$ cat src/rtl/inst_fetch.sv
// Instruction-fetch initiator: owns the PC, drives the ROM fetch port and
// buffers {pc, inst} pairs in a small FIFO for decode, with redirect flush.
module inst_fetch #(
  parameter logic [31:0] RESET_PC = 32'h0000_0000,
  parameter int          DEPTH    = 2
) (
  input  logic        clk,
  input  logic        rst_n,
  output logic        rom_ce,
  output logic [31:0] rom_addr,
  input  logic [31:0] rom_inst,
  input  logic        redirect_valid,
  input  logic [31:0] redirect_pc,
  output logic        id_valid,
  input  logic        id_ready,
  output logic [31:0] id_pc,
  output logic [31:0] id_inst
);

  localparam int AW = $clog2(DEPTH);
  localparam int CW = AW + 1;

  logic [31:0]   pc_r;
  logic          ce_r;
  logic [63:0]   mem_r [DEPTH];
  logic [AW-1:0] rd_ptr_r;
  logic [AW-1:0] wr_ptr_r;
  logic [CW-1:0] count_r;

  logic          full_s;
  logic          push_s;
  logic          pop_s;
  logic [31:0]   target_s;

  assign full_s   = (count_r == CW'(DEPTH));
  assign target_s = redirect_pc & 32'hFFFF_FFFC;

  // Fetch enable never looks at id_ready, so ready has no combinational path to ce.
  assign rom_ce   = ce_r & ~full_s;
  assign rom_addr = pc_r;
  assign push_s   = rom_ce & ~redirect_valid;
  assign pop_s    = id_valid & id_ready & ~redirect_valid;

  assign id_valid = (count_r != {CW{1'b0}});
  assign id_pc    = mem_r[rd_ptr_r][63:32];
  assign id_inst  = mem_r[rd_ptr_r][31:0];

  // PC, fetch enable and FIFO state; redirect flushes and outranks push/pop.
  always_ff @(posedge clk) begin
    if (!rst_n) begin
      pc_r     <= RESET_PC & 32'hFFFF_FFFC;
      ce_r     <= 1'b0;
      rd_ptr_r <= {AW{1'b0}};
      wr_ptr_r <= {AW{1'b0}};
      count_r  <= {CW{1'b0}};
      for (int i = 0; i < DEPTH; i++) begin
        mem_r[i] <= 64'd0;
      end
    end else begin
      ce_r <= 1'b1;
      if (redirect_valid) begin
        pc_r     <= target_s;
        rd_ptr_r <= {AW{1'b0}};
        wr_ptr_r <= {AW{1'b0}};
        count_r  <= {CW{1'b0}};
      end else begin
        if (push_s) begin
          mem_r[wr_ptr_r] <= {pc_r, rom_inst};
          wr_ptr_r        <= wr_ptr_r + AW'(1);
          pc_r            <= pc_r + 32'd4;
        end else begin
          pc_r <= pc_r;
        end
        if (pop_s) begin
          rd_ptr_r <= rd_ptr_r + AW'(1);
        end else begin
          rd_ptr_r <= rd_ptr_r;
        end
        case ({push_s, pop_s})
          2'b10:   count_r <= count_r + CW'(1);
          2'b01:   count_r <= count_r - CW'(1);
          default: count_r <= count_r;
        endcase
      end
    end
  end

endmodule

$ cat config.mk
export PLATFORM = sky130hd
export DESIGN_NAME = inst_fetch
export DESIGN_NICKNAME = d
export VERILOG_FILES = /design/src/rtl/inst_fetch.sv
export SDC_FILE = /design/constraint.sdc
export NUM_CORES = 1
export LEC_CHECK = 0
export BUFFER_PORTS_ARGS = -buffer_cell sky130_fd_sc_hd__buf_2
export CAP_MARGIN = 20
export CORE_MARGIN = 2
export CORE_UTILIZATION = 58
export DETAILED_ROUTE_END_ITERATION = 6
export GPL_ROUTABILITY_DRIVEN = 0
export HOLD_SLACK_MARGIN = 0.1
export PLACE_DENSITY = 0.87
export SLEW_MARGIN = 10
export SYNTH_ARGS = -nofsm -noshare
export SYNTH_HDL_FRONTEND = slang
export SYNTH_SLANG_ARGS = --single-unit
$ cat constraint.sdc
create_clock -name clk -period 14.5 [get_ports clk]
set_input_delay 2.9 -clock clk [delete_from_list [all_inputs] [get_ports clk]]
set_output_delay 2.9 -clock clk [all_outputs]
set_load 0.01 [all_outputs]
==> metrics.md, run 1 <==
| Metric | Value |
|---|---|
| Status | complete, no violations |
| Mean Syn Cell Area | 12.9 µm² |
| Placed wire-length estimate | 9.63 mm |
| Post_cts resized | 0 |
| Fillers | 879 |
| Placed Cells | 869 |
| Root buffer cell | clkbuf_16 |
| Sequential element share of the synthesized area | 60.6% |
| R2r worst-path depth | 5 |
| Synth Flop Type | edfxtp_1 |
| Routed Antenna Nets | 0 |
| Drt wl/cell | 17.2 µm |
| Via/cell ratio | 5.49 |
| Via Count | 4945 |
| Mapped Area | 0.00734 mm² |
| Crit Path Class | in2reg |
| Vias in the first global route | 4852 |
| CTS tree | built |
| Synth cell count leaders | 124 x edfxtp_1, 122 x and2_1, 62 x mux2_2, 36 x dfxtp_1, 28 x o21ai_0 |
| Setup bufs post-CTS | 0 |
| Worst EP arrival | 5570 ps |
| Setup crit end | mem_r[1][26] |
| Dpl ws | 8560 ps |
| Largest area contributor in the netlist | edfxtp_1 |
| Core area | 0.0125 mm² |
| Fin. Hold Viols | 0 |
| ANT cells | 0 |
| GR Overflow Total | 0 |
| Worst setup margin | 8970 ps |
| Initial antenna violation count | 0 |
| Clock Path Buffers | 2 |
| Worst Max-Slew Pin Slew | 1050 ps |
| Synth-to-Final Area Change | 19.9% |
| RSZ-0062 raised after global routing | no |
| Max-cap violation count | 0 |
| Tcrit/Tclk final | 38.1% |
| Initial Util | 58.8% |
| Overall power | 1.05 mW |
| Placed cell area | 0.00821 mm² |
| Synth Instances | 568 |
| Reg-to-reg endpoint | mem_r[1][26] |
| Nets@finish | 786 |
| Final instance area | 0.00879 mm² |
| Synthesized flop and latch total | 160 |
| Post-route insts no fill | 901 |
| Final core area utilization | 70.6% |
| Path type of the worst min-delay path | reg2reg |
| Maximum vdd drop | 0.0621 mV |
| Count of cell types in the netlist | 46 |
| Hold wc startpoint | rd_ptr_r |
| EDFF count, synth | 124 |
| Overall global routing resource usage | 23.1% |
| Initial DRC Count | 308 |
| Crit path max fanout | 63 |
| Setup crit start kind | primary input |
| WHS | 517 ps |
| Setup Skew | 10.3 ps |
| Crit path launch | rst_n |
| CTS hold repair buffers | 0 |
| Setup violators final | 0 |
| Post-Route WL | 15.5 mm |
| Clock sink count | 160 |
| Post-route minimum period | 5530 ps |
| Leakage power | 3.63 nW |
| Critical Path RT | 14540 ps |
| Final slew viol count | 0 |
| Setup TNS | 0 ps |
| CTS Buf Count | 17 |
| Io pins | 166 |
| IO Port Bufs | 159 |
| Worst skew pair latency | 430 ps |
| CP Capture Type | flop |
| Clk pin slew, worst setup/hold paths | 60 ps |
| Achievable Freq | 181 MHz |
| R2R Setup Slk | 11230 ps |
| Row count | 41 |
| H-Tree Depth | 4 |
| Slew margin rel. | 30.2% |
| Most common cell in the synthesized netlist | edfxtp_1 |
| R2R Path Start | count_r[0] |
| Async SR Flop Fraction | 0% |
| Largest net degree at the start of global routing | 64 |
| Die H | 116 µm |
| Die ar. | 0.0136 mm² |
| Die extent in x | 116 µm |
| DRT Pass-1 Iters | 4 |
| First-pass GRT wire length | 23.5 mm |
| Share of the synthesized area in the top cell type | 50.8% |
| Layout cells sized above 1 | 38.1% |
| Hold Path Depth | 2 |
| Post-route DRC | 0 |
| Pwr per Cell Area | 120 mW/mm² |
| Yosys Warn Count | 0 |
| Dominant cells by area after synthesis | edfxtp_1 51%, and2_1 10%, dfxtp_1 9.8%, mux2_2 9.5%, xor2_1 2.4% |
==> worst min-delay path by stage <==
stage | endpoint | slack, ps
after floorplan | flop | 470
after global placement | flop | 490
after detailed placement | flop | 500
after CTS | flop | 510
after global routing | count_r[1] | 540
final | flop | 520
==> worst max-delay path, cell delays in order <==
cell and delay [ps]:
buf_2 480, nor2b_1 310, and3_2 930, nand2b_4 900
==> where the power goes <==
part	switching (mW)	internal, mW
registers	0.0165	0.520
clock network	0.172	0.259
logic	0.0491	0.0381
==> sequential cells by signal, summed over array words and instances (netlist names), named ones only <==
signal    count
mem_r       124
wr_ptr_r      1
count_r       2
rd_ptr_r      1
rom_addr     30
ce_r          1
==> area by class of cell <==
cell class                      instances  area, µm²  area share (%)
Tap cell                              172        215            2.45
Timing Repair Buffer                  163        826            9.39
Sequential cell                       160       4450            50.5
Clock buffer                           23        499            5.68
Clock inverter                          9       81.3           0.925
Inverter                                6       22.5           0.256
Multi-Input combinational cell        368       2710            30.8
==> kinds of logic (layout without fill, tap and decap cells) <==
| logic type | count (synthesis) | count (layout) | synth area share, % |
|---|---|---|---|
| muxes | 63 | 63 | 9.65 |
| xor gates and xnor gates | 32 | 32 | 3.82 |
| other | 1 | 4 | 0.0511 |
| DFF | 160 | 160 | 60.6 |
| buffers and inverters | 43 | 201 | 3.05 |
| and+or+nand+nor | 212 | 212 | 18.6 |
| AOI/OAI and AO/OA | 55 | 55 | 3.91 |
| adders and majority gates | 2 | 2 | 0.341 |
==> routing by layer <==
metal / track usage [%] / part of all wire [%] / vias to the layer above
met5: 0 / 0 / -
met4: 11.2 / 2.4 / 0
met3: 5.97 / 6.7 / 30
met2: 38.6 / 51 / 202
met1: 28.2 / 40 / 2403
li1: - / - / 2310
==> layout by cell type, fill, tap and decap left out, drive strengths merged, types with 2 or more instances in the layout <==
master,Yosys,final
xor2,20,20
o211a,2,2
conb,1,4
clkinv,0,5
and2,125,125
nor3,9,9
nand2b,2,2
and3,7,7
edfxtp,124,124
nor2,8,8
o21ai,29,29
ha,2,2
nand2,16,16
clkbuf,24,23
a21oi,23,23
or3,2,2
nor2b,2,2
nand3,18,18
nand4,13,13
and4,3,3
nor4,6,6
inv,6,6
dfxtp,36,36
mux2,62,62
buf,12,163
xnor2,12,12
clkinvlp,0,3
(Power assumes the default switching activity.)
==> run 2, diff against run 1 <==
Settings changed: CORE_UTILIZATION 58 to 54, PLACE_DENSITY 0.87 to 0.82.
Clock period 14.5 ns to 5.7 ns, I/O delays scaled along.
==> metrics.md, run 2 (synthesized netlist as in run 1, its figures left out) <==
| Metric | Value |
|---|---|
| Status | complete, no violations |
| Max-cap violation count | 0 |
| Clock Path Buffers | 2 |
| Overall global routing resource usage | 22.7% |
| CTS tree | built |
| Die H | 121 µm |
| Setup bufs post-CTS | 0 |
| Critical Path RT | 4560 ps |
| Fin. Hold Viols | 0 |
| Setup Skew | 7.10 ps |
| CTS hold repair buffers | 0 |
| Setup crit start kind | flop |
| Routed Antenna Nets | 0 |
| CP Capture Type | output port |
| Initial Util | 55.4% |
| Synth-to-Final Area Change | 20.6% |
| Post-route minimum period | 3510 ps |
| ANT cells | 0 |
| Post-route insts no fill | 906 |
| Maximum vdd drop | 0.207 mV |
| Core area | 0.0132 mm² |
| Largest net degree at the start of global routing | 63 |
| Reg with most FFs | mem_r |
| Path type of the worst min-delay path | reg2reg |
| Slew margin rel. | 40.1% |
| Post-route DRC | 0 |
| Vias in the first global route | 5022 |
| Layout cells sized above 1 | 37.9% |
| Fillers | 1005 |
| Worst EP arrival | 2370 ps |
| Number of flip-flops under the largest register name | 124 |
| WHS | 503 ps |
| Via Count | 4856 |
| Setup violators final | 0 |
| Clock sink count | 160 |
| Tcrit/Tclk final | 61.7% |
| Pwr per Cell Area | 312 mW/mm² |
| First-pass GRT wire length | 25.1 mm |
| Crit Path Class | reg2out |
| Worst skew pair latency | 430 ps |
| Placed wire-length estimate | 10.1 mm |
| Io pins | 166 |
| CTS Buf Count | 17 |
| RSZ-0062 raised after global routing | no |
| Initial DRC Count | 377 |
| Nets@finish | 787 |
| DRT Pass-1 Iters | 5 |
| Crit path max fanout | 35 |
| GR Overflow Total | 0 |
| Via/cell ratio | 5.36 |
| Achievable Freq | 285 MHz |
| Drt wl/cell | 17.5 µm |
| Leading cell types in the layout, fill and taps excluded | 159 x buf_2, 124 x edfxtp_1, 122 x and2_1 |
| Post_cts resized | 0 |
| Clk pin slew, worst setup/hold paths | 60 ps |
| Initial antenna violation count | 0 |
| Leakage power | 3.65 nW |
| IO Port Bufs | 159 |
| Root buffer cell | clkbuf_16 |
| H-Tree Depth | 4 |
| Setup TNS | 0 ps |
| Worst Max-Slew Pin Slew | 898 ps |
| Post-Route WL | 15.9 mm |
| Row count | 42 |
| Placed Cells | 874 |
| Die ar. | 0.0145 mm² |
| Final slew viol count | 0 |
| Die extent in x | 121 µm |
| Overall power | 2.76 mW |
| Most common cell after layout, fill and taps aside | buf_2 |
[run 2: cell types whose count changed in the layout (fill, tap and decap cells not counted)]
cell,change
clkbuf_16,+2
buf_4,+1
clkbuf_8,-2
clkinv_1,+1
clkbuf_1,+1
bufinv_16,+1
clkinv_4,-1
clkinv_2,-2
[run 2: stage by stage]
stage / setup WS, ps / utilization [%] / area, µm²
global route: 2060 / 66.8 / 8850
finish: 2190 / 66.8 / 8850
detailed placement: 2360 / 62.1 / 8230
global placement: 2470 / 62.1 / 8230
floorplan: 764 / - / 7350
CTS: 2150 / 66.8 / 8850
[run 2: cell type report]
cell class,count,area [µm²],area share [%]
Clock inverter,8,96.3,1.09
Timing Repair Buffer,164,833,9.42
Inverter,6,22.5,0.255
Clock buffer,24,526,5.94
Tap cell,176,220,2.49
Multi-Input combinational cell,368,2710,30.6
Sequential cell,160,4450,50.2
[run 2: worst max-delay path, cell delays in order (launching register included)]
cell	delay [ps]
dfxtp_2	830
buf_4	550
mux2_2	410
buf_2	140
[run 2: final timing paths]
path | start | end | slack, ps | depth (start not counted)
worst max-delay path | flop | id_pc[17] | 2190 | 3
worst min-delay path | rd_ptr_r | flop | 500 | 2
worst max register to register | count_r[0] | mem_r[0][8] | 3280 | 6
worst min register to register | rd_ptr_r | flop | 500 | 2
[run 2: power by group]
part           internal, mW  total, mW  switching [mW]
logic                0.0970      0.223           0.126
clock network         0.732       1.17           0.443
registers              1.32       1.36          0.0417
total                  2.15       2.76           0.610
[run 2: routing by layer]
layer	track usage, %	vias to the layer above	share of wire, %
met5	0	-	0
met4	9.96	0	2.2
met3	5.09	28	5.6
met2	38.9	176	51
met1	27.6	2344	42
li1	-	2308	-
==> run 3, diff against run 2 <==
Settings changed: ABC_AREA set to 1, CORE_UTILIZATION 54 to 49, PLACE_DENSITY 0.82 to 0.78.
Clock period 5.7 ns to 2.9 ns, I/O delays scaled along.
==> metrics.md, run 3 <==
| Metric | Value |
|---|---|
| Tcrit/Tclk final | 82.4% |
| Post-route DRC | 0 |
| GR Overflow Total | 0 |
| Reg with most FFs | mem_r |
| CTS tree | built |
| Final core area utilization | 61.2% |
| Leading cell types in the layout, fill and taps excluded | 174 x nor2_1, 159 x buf_2, 142 x nand2_1 |
| Crit Path Class | reg2out |
| Share of the synthesized area in the top cell type | 48.5% |
| Post_cts resized | 0 |
| Initial Util | 50.3% |
| Setup violators final | 0 |
| Post-route minimum period | 2390 ps |
| Clk pin slew, worst setup/hold paths | 60 ps |
| R2R Path Start | count_r[1] |
| Hold Path Depth | 1 |
| Most common cell in the synthesized netlist | nor2_1 |
| Post-Route WL | 17.4 mm |
| Core area | 0.0153 mm² |
| DRT Pass-1 Iters | 5 |
| Synth cell count leaders | 175 x nor2_1, 144 x nand2_1, 124 x edfxtp_1, 94 x inv_1, 62 x mux2_2 |
| Initial antenna violation count | 0 |
| Crit path max fanout | 53 |
| Die extent in x | 129 µm |
| Die H | 129 µm |
| Yosys Warn Count | 0 |
| Critical Path RT | 2320 ps |
| First-pass GRT wire length | 27.3 mm |
| Final instance area | 0.00933 mm² |
| Status | complete, no violations |
| Root buffer cell | clkbuf_16 |
| Setup crit start kind | flop |
| Pwr per Cell Area | 590 mW/mm² |
| Hold wc startpoint | rst_n |
| CTS Buf Count | 17 |
| CTS hold repair buffers | 0 |
| Final slew viol count | 0 |
| Worst EP arrival | 1810 ps |
| Synth Flop Type | edfxtp_1 |
| Sequential element share of the synthesized area | 57.9% |
| Leakage power | 3.99 nW |
| Clock sink count | 160 |
| Setup bufs post-CTS | 0 |
| H-Tree Depth | 4 |
| Worst Max-Slew Pin Slew | 744 ps |
| Placed cell area | 0.00870 mm² |
| Overall global routing resource usage | 21.3% |
| Mean Syn Cell Area | 9.71 µm² |
| ANT cells | 0 |
| Max-cap violation count | 0 |
| Synth-to-Final Area Change | 21.7% |
| Synth Instances | 790 |
| Dpl ws | 623 ps |
| Reg-to-reg endpoint | mem_r[0][56] |
| Largest area contributor in the netlist | edfxtp_1 |
| RSZ-0062 raised after global routing | no |
| Via Count | 5795 |
| Mapped Area | 0.00767 mm² |
| Path type of the worst min-delay path | in2reg |
| R2R Setup Slk | 940 ps |
| Io pins | 166 |
| Clock Path Buffers | 2 |
| Largest net degree at the start of global routing | 63 |
| Row count | 45 |
| Async SR Flop Fraction | 0% |
| Dominant cells by area after synthesis | edfxtp_1 49%, dfxtp_1 9.4%, mux2_2 9.1%, nor2_1 8.6%, nand2_1 7.0% |
| R2r worst-path depth | 7 |
| Number of flip-flops under the largest register name | 124 |
| Drt wl/cell | 14.9 µm |
| Worst skew pair latency | 420 ps |
| EDFF count, synth | 124 |
| Achievable Freq | 418 MHz |
| Vias in the first global route | 5608 |
| Setup Skew | 8.50 ps |
| Worst setup margin | 510 ps |
| CP Capture Type | output port |
| Nets@finish | 1017 |
| Most common cell after layout, fill and taps aside | nor2_1 |
| WHS | 388 ps |
| Maximum vdd drop | 0.376 mV |
| Setup TNS | 0 ps |
| Count of cell types in the netlist | 28 |
| Initial DRC Count | 339 |
| Layout cells sized above 1 | 31.8% |
| Via/cell ratio | 4.95 |
| Placed wire-length estimate | 11.8 mm |
| Worst Hold Path EP | ce_r |
| IO Port Bufs | 159 |
| Routed Antenna Nets | 0 |
| Die ar. | 0.0167 mm² |
| Fin. Hold Viols | 0 |
| Synthesized flop and latch total | 160 |
| Slew margin rel. | 50.4% |
run 3: cell count changes in the layout (fill, tap and decap cells not counted), sizes merged, moves of 5 or more:
cell	delta
and2	-124
buf	+6
nand4	-13
nor4	-6
nor3	-9
clkbuf	-5
inv	+93
xor2	-9
and3	-7
xnor2	-12
a21oi	+7
nor2	+175
nand2	+131
a31oi	+6
run 3: metal layers:
layer	vias up	global-route usage, %	share of wire (%)	wire [µm]
met5	-	0	0	0
met1	2714	25.6	43	7450
met2	193	38.2	50	8660
met3	21	4.67	6.1	1070
met4	0	6.71	1.3	226
li1	2867	-	-	-
run 3: logic make-up after synthesis:
kind of cell               synth area share, %
muxes                                     9.10
buffers and inverters                     7.31
AOI/OAI and AO/OA                         5.74
DFF                                       57.9
other                                   0.0489
adders and majority gates                0.326
and+or+nand+nor                           18.3
xor gates and xnor gates                  1.26
run 3: cell type report:
cell class / count / area (µm²)
fillers: 1313 / 5930
clock buffers: 19 / 443
flip-flops and latches: 160 / 4450
repair buffers: 170 / 928
clock inverters: 13 / 186
well taps: 211 / 264
multi-input cells: 500 / 2690
inverters: 98 / 370
run 3: worst max path at each step:
| stage | start | end | cells after the start | slack, ps |
|---|---|---|---|---|
| detailed placement | redirect_valid | mem_r[0][27] | 6 | 620 |
| global placement | redirect_valid | mem_r[0][56] | 6 | 690 |
| global route | flop | id_pc[19] | 3 | 420 |
| floorplan | redirect_valid | mem_r[1][0] | 5 | 380 |
| finish | flop | id_pc[19] | 3 | 510 |
| CTS | flop | id_pc[19] | 3 | 480 |
run 3: where the power goes:
| part | switching [mW] | leakage (nW) | total, mW | internal (mW) |
|---|---|---|---|---|
| clock network | 0.899 | 0.307 | 2.37 | 1.47 |
| registers | 0.0566 | 1.59 | 2.64 | 2.58 |
| logic | 0.304 | 2.09 | 0.502 | 0.198 |
run 3: through the flow:
stage                     cells  total power, mW
after global routing       1171             5.70
after floorplan             793             2.98
after CTS                  1171             5.54
after detailed placement   1139             3.19
after global placement     1139             3.18
final                      1171             5.51
run 3: critical path, stage by stage (launching register included):
cell and delay (ps):
dfxtp_2 480, buf_12 320, mux2_2 410, buf_2 150
